===== config.mk =====
export PLATFORM = sky130hd
export DESIGN_NAME = if_fetch_queue
export DESIGN_NICKNAME = d
export VERILOG_FILES = /design/src/rtl/if_fetch_queue.sv
export SDC_FILE = /design/constraint.sdc
export NUM_CORES = 1
export LEC_CHECK = 0
export CORE_MARGIN = 5
export CORE_UTILIZATION = 45
export CTS_CLUSTER_DIAMETER = 200
export DETAILED_ROUTE_END_ITERATION = 10
export GPL_ROUTABILITY_DRIVEN = 0
export GPL_TIMING_DRIVEN = 0
export PLACE_DENSITY = 0.74
export SLEW_MARGIN = 20
export SYNTH_ARGS = -nofsm -noshare
export SYNTH_HDL_FRONTEND = slang
export SYNTH_SLANG_ARGS = --single-unit

===== constraint.sdc =====
create_clock -name clock -period 4.3 [get_ports clock]
set_input_delay 0.645 -clock clock [delete_from_list [all_inputs] [get_ports clock]]
set_output_delay 0.645 -clock clock [all_outputs]
set_load 0.05 [all_outputs]

===== src/rtl/if_fetch_queue.sv =====
// if_fetch_queue: instruction-fetch stage. Owns the PC, issues word reads to
// imem, tags in-order responses with their PC and buffers them in a prefetch
// FIFO whose head is presented to ID through registered outputs.
// Optional build macro IFQ_PERF_EN adds perf_fetched / perf_starve counters.
module if_fetch_queue #(
  parameter int unsigned DEPTH    = 4,
  parameter int unsigned MAX_OUT  = 2,
  parameter logic [31:0] RESET_PC = 32'h0
) (
  input  logic        clock,
  input  logic        reset_n,
  output logic        imem_req,
  output logic [31:0] imem_addr,
  input  logic        imem_rvalid,
  input  logic [31:0] imem_rdata,
  input  logic        redirect_valid,
  input  logic [31:0] redirect_pc,
  output logic        id_valid,
  input  logic        id_ready,
  output logic [31:0] id_instr,
  output logic [31:0] id_pc
`ifdef IFQ_PERF_EN
  ,
  output logic [31:0] perf_fetched,
  output logic [31:0] perf_starve
`endif
);

  localparam int unsigned AW = (DEPTH > 1) ? $clog2(DEPTH) : 1;
  localparam int unsigned CW = $clog2(DEPTH + 1);
  localparam int unsigned OW = $clog2(MAX_OUT + 1);
  localparam int unsigned TW = (MAX_OUT > 1) ? $clog2(MAX_OUT) : 1;
  // occupancy + outstanding never exceeds 2*DEPTH
  localparam int unsigned SW = CW + 1;

  typedef struct packed {
    logic [31:0] instr;
    logic [31:0] pc;
  } ifq_entry_t;

  typedef enum logic [1:0] {
    BOOT  = 2'd0,
    FETCH = 2'd1,
    FLUSH = 2'd2
  } state_t;

  state_t            state;
  logic [31:0]       pc;

  ifq_entry_t        fifo_mem [DEPTH];
  logic [AW-1:0]     rd_ptr;
  logic [AW-1:0]     wr_ptr;
  logic [CW-1:0]     occ;

  logic [31:0]       tag_mem [MAX_OUT];
  logic [TW-1:0]     tag_rd;
  logic [TW-1:0]     tag_wr;
  logic [OW-1:0]     outstanding;
  logic [OW-1:0]     drop_cnt;

  logic              issue_c;
  logic              ret_c;
  logic              drop_c;
  logic              push_c;
  logic              pop_c;
  logic [CW-1:0]     occ_left_c;
  ifq_entry_t        push_ent_c;
  ifq_entry_t        head_nxt_c;
  logic              head_vld_nxt_c;

  // Circular increment for the tag queue (MAX_OUT need not be a power of 2)
  function automatic logic [TW-1:0] tag_inc(input logic [TW-1:0] p);
    return (p == TW'(MAX_OUT - 1)) ? '0 : p + TW'(1);
  endfunction

  // Per-cycle qualifiers: issue, response return, drop, FIFO push and pop
  always_comb begin
    ret_c   = imem_rvalid && (outstanding != '0);
    drop_c  = ret_c && (drop_cnt != '0);
    push_c  = ret_c && (drop_cnt == '0) && !redirect_valid;
    pop_c   = id_valid && id_ready && !redirect_valid;
    issue_c = (state == FETCH) && !redirect_valid &&
              (outstanding < OW'(MAX_OUT)) &&
              ((SW'(occ) + SW'(outstanding)) < SW'(DEPTH));
  end

  assign imem_req  = issue_c;
  assign imem_addr = pc;

  // Next FIFO head, so the ID-facing registers never depend on id_ready combinationally
  always_comb begin
    occ_left_c     = occ - CW'(pop_c);
    push_ent_c     = '{instr: imem_rdata, pc: tag_mem[tag_rd]};
    head_nxt_c     = '0;
    head_vld_nxt_c = 1'b0;
    if (!redirect_valid) begin
      if (occ_left_c != '0) begin
        head_vld_nxt_c = 1'b1;
        head_nxt_c     = fifo_mem[rd_ptr + AW'(pop_c)];
      end else if (push_c) begin
        head_vld_nxt_c = 1'b1;
        head_nxt_c     = push_ent_c;
      end
    end
  end

  // Fetch control FSM: BOOT for one cycle, FLUSH for the cycle after any redirect
  always_ff @(posedge clock or negedge reset_n) begin
    if (!reset_n) begin
      state <= BOOT;
    end else begin
      unique case (state)
        BOOT:    state <= redirect_valid ? FLUSH : FETCH;
        FETCH:   state <= redirect_valid ? FLUSH : FETCH;
        FLUSH:   state <= redirect_valid ? FLUSH : FETCH;
        default: state <= BOOT;
      endcase
    end
  end

  // Program counter: redirect wins, otherwise advance on each issued request
  always_ff @(posedge clock or negedge reset_n) begin
    if (!reset_n) begin
      pc <= RESET_PC;
    end else if (redirect_valid) begin
      pc <= redirect_pc & ~32'h3;
    end else if (issue_c) begin
      pc <= pc + 32'd4;
    end
  end

  // In-flight bookkeeping: every response retires one request, stale ones are counted out
  always_ff @(posedge clock or negedge reset_n) begin
    if (!reset_n) begin
      tag_rd      <= '0;
      tag_wr      <= '0;
      outstanding <= '0;
      drop_cnt    <= '0;
    end else begin
      if (issue_c) begin
        tag_wr <= tag_inc(tag_wr);
      end
      if (ret_c) begin
        tag_rd <= tag_inc(tag_rd);
      end
      outstanding <= outstanding + OW'(issue_c) - OW'(ret_c);
      if (redirect_valid) begin
        drop_cnt <= outstanding - OW'(ret_c);
      end else if (drop_c) begin
        drop_cnt <= drop_cnt - OW'(1);
      end
    end
  end

  // PC tag storage for requests in flight
  always_ff @(posedge clock) begin
    if (issue_c) begin
      tag_mem[tag_wr] <= pc;
    end
  end

  // Prefetch FIFO pointers and occupancy; a redirect empties it
  always_ff @(posedge clock or negedge reset_n) begin
    if (!reset_n) begin
      rd_ptr <= '0;
      wr_ptr <= '0;
      occ    <= '0;
    end else if (redirect_valid) begin
      rd_ptr <= '0;
      wr_ptr <= '0;
      occ    <= '0;
    end else begin
      if (push_c) begin
        wr_ptr <= wr_ptr + AW'(1);
      end
      if (pop_c) begin
        rd_ptr <= rd_ptr + AW'(1);
      end
      occ <= occ + CW'(push_c) - CW'(pop_c);
    end
  end

  // Prefetch FIFO storage
  always_ff @(posedge clock) begin
    if (push_c) begin
      fifo_mem[wr_ptr] <= push_ent_c;
    end
  end

  // Registered head presented to ID; zeros whenever nothing valid is held
  always_ff @(posedge clock or negedge reset_n) begin
    if (!reset_n) begin
      id_valid <= 1'b0;
      id_instr <= '0;
      id_pc    <= '0;
    end else begin
      id_valid <= head_vld_nxt_c;
      id_instr <= head_nxt_c.instr;
      id_pc    <= head_nxt_c.pc;
    end
  end

`ifdef IFQ_PERF_EN
  // Saturating counters: instructions handed to ID, and FETCH cycles with nothing to hand over
  always_ff @(posedge clock or negedge reset_n) begin
    if (!reset_n) begin
      perf_fetched <= '0;
      perf_starve  <= '0;
    end else begin
      if (pop_c && (perf_fetched != 32'hFFFF_FFFF)) begin
        perf_fetched <= perf_fetched + 32'd1;
      end
      if ((state == FETCH) && !id_valid && (perf_starve != 32'hFFFF_FFFF)) begin
        perf_starve <= perf_starve + 32'd1;
      end
    end
  end
`else
  // Performance counters not built
`endif

endmodule

==> metrics.txt <==
top cells by count, synth=edfxtp_1, dfrtp_1, nor2_1, mux4_2, a21oi_1; Post-Syn Area per Cell=between 15 and 20 um^2; leakage=between 7 and 8 nW; share of post-route cells with drive strength above 1=roughly 18%; largest net degree at the start of global routing=70; DR DRC count=0; skew final=about 11 ps; status=complete, no violations; Setup violations, final=0; worst setup path category=in -> reg; multi-input logic area=roughly 4000 um^2; Critical Path End Type=flip-flop; fin util=a little under three fifths; Worst-Skew Late Latency=about 530 ps; die outline width=200.5 um; GRT Total Usage=between 10% and 20%; initial antenna violation count=0; die area=~40000 um^2; CTS Root Cell=clkbuf_16; vias=just over 9000; first-pass GRT wire length=~56000 um; maximum vdd drop=0.2788 mV; # diodes=0; CTS sink cnt=around 420; ys flop type=edfxtp_1; register area share after synthesis=roughly 73%; setup repair bufs after CTS=0; post-route ant nets=0; Clock Tree Buf Depth=3; GR Overflow Total=0; DRT Wirelength=35470 um; Initial Utilization=a little under half; total of warnings raised by yosys=0; Final Non-Filler Cells=1654; fillers=roughly 2800; vias in the first global route=between 9000 and 10000; mapped cell area=16330 um^2; most frequent cell after synthesis=edfxtp_1; RR Startpoint=drop_cnt[0]; Register Area=between 10000 and 15000 um^2; WP data required=4690 ps; Die Y=roughly 200 um; Post-DP HPWL=around 23000 um; Fin. Hold Viols=0; Cells after Synth=between 900 and 1000; total CTS buffers=43; CTS H-tree depth=2; Tmin final=approximately 3900 ps; TritonRoute pass-1 iters=5; placed insts=1576; Reg clk slew, reported paths=60 ps; slew margin rel.=between 30% and 40%; count of different cell masters after synthesis=between 60 and 70; WL per Instance=around 21 um; Synth area leader=edfxtp_1; layout net count=around 1200; Setup crit end=id_pc[14]; EDFF count, synth=between 300 and 400; CTS tree=built; synthesized flop and latch total=about 420; Worst R2R Setup Slack=approximately 1100 ps; fmax=about 260 MHz; unrepaired setup endpoints after global routing=no; type of origin of the critical path=input pin; worst min-delay path class=in -> async; core area=approximately 36000 um^2; worst-margin pin slew=a little under 1000 ps; async set or reset register ratio after synthesis=about a quarter; Yosys top cell area share=56.63%; DRT iter0 DRCs=643; area delta synth->final=22.79%; Tcrit/Tclk final=a little over 90%; crit path from=redirect_valid; R2R depth=15; IO Pins=between 150 and 200; max-cap check violation count=0; # port buffers=between 150 and 200; worst-path fanout max=10; ranking of synthesized cells by area=edfxtp_1, dfrtp_1, mux4_2; CTS Hold Bufs=0; Arr. time, crit path=roughly 4300 ps; RR Endpoint=occ[2]; Max Slew Vio Count=0; std cell rows=just under 70; Via density=between 5 and 6; Power Dens Cells=~610 nW/um^2; post_cts resized=0
## report_power, final
group / switching (mW) / total, mW / internal [mW]
sequential: 0.235 / 5.10 / 4.86
combinational: 2.30 / 3.55 / 1.24
clock: 1.45 / 3.55 / 2.10
total: 3.99 / 12.2 / 8.21
## routing by layer
| layer | GRT usage (%) | vias up | share of wire (%) |
|---|---|---|---|
| met2 | 29.10 | 330 | 50 |
| met4 | 4.646 | 0 | 2.0 |
| met3 | 3.247 | 50 | 5.9 |
| met1 | 24.12 | 4706 | 42 |
| li1 | - | 4134 | - |
| met5 | 0 | - | 0 |
## final cells by class
cell class                      instances  area share, %
Clock buffer                           58          6.058
Clock inverter                         20         0.7362
Tap cell                              461          2.876
Multi-Input combinational cell        461          20.26
Buffer                                 55          1.316
Sequential cell                       417          59.72
Timing Repair Buffer                  167          8.753
Inverter                               15         0.2807
## cells in the final DEF, fill, tap and decap left out, types with 6 or more instances in the layout
cell type	synthesis	layout
buf_2	22	22
nand4_1	11	11
ha_1	13	13
clkbuf_16	0	45
nor2_1	87	86
a21oi_1	41	41
clkbuf_1	24	32
nand3_1	17	17
inv_1	13	13
o21ai_0	17	17
clkinv_1	0	7
dfrtp_1	109	109
xnor2_1	7	7
o211ai_1	11	11
o311ai_0	7	7
a32o_1	30	30
clkinv_2	0	9
mux2_2	31	31
edfxtp_1	308	308
nor2b_1	7	7
clkdlybuf4s50_1	0	160
nand2_1	40	40
mux4_2	62	62
a22oi_1	6	6
## state kept, by name (all words and copies together), names as in the netlist, 3 cells and up
signal / cells
fifo_mem: 248
tag_mem: 60
id_instr: 32
id_pc: 31
imem_addr: 30
occ: 3
## worst min path at each step
stage / start / endpoint / cells past startpoint
6_report: reset_n / id_instr[23] / 1
5_1_grt: reset_n / id_instr[23] / 1
4_1_cts: reset_n / id_instr[23] / 1
3_5_place_dp: state[0] / state[0] / 1
3_3_place_gp: state[0] / state[0] / 1
2_1_floorplan: reset_n / drop_cnt[0] / 0
## cell families after synthesis
kind of cell / after synthesis / synth area share [%]
other: 1 / 0.02296
AOI/OAI and AO/OA: 128 / 5.539
adders and majority gates: 14 / 1.118
xor gates and xnor gates: 12 / 0.6435
DFF: 417 / 73.33
muxes: 96 / 10.87
buffers and inverters: 70 / 1.953
and+or+nand+nor: 208 / 6.527
## per-stage QoR
stage	power, mW	worst slack (ps)	setup TNS, ps	instance area [um^2]	hold WS (ps)
finish	12.19	389.5	0	20060	39.06
global route	12.72	175.6	0	20060	57.38
CTS	12.33	106.0	0	20050	27.19
detailed placement	8.757	-429.3	-20030	18690	466.3
global placement	8.688	-2154	-561950	18530	447.7
floorplan	7.481	862.7	0	16340	349.4
## worst max-delay path, stage by stage
cell      delay (ps)
buf_2            270
clkbuf_1         390
clkbuf_1         480
clkbuf_2         360
nor2_1           150
ha_1             290
clkbuf_1         420
buf_2            440
mux4_2           560
a32o_1           270
Note: power is estimated with default switching activity, not from simulation.
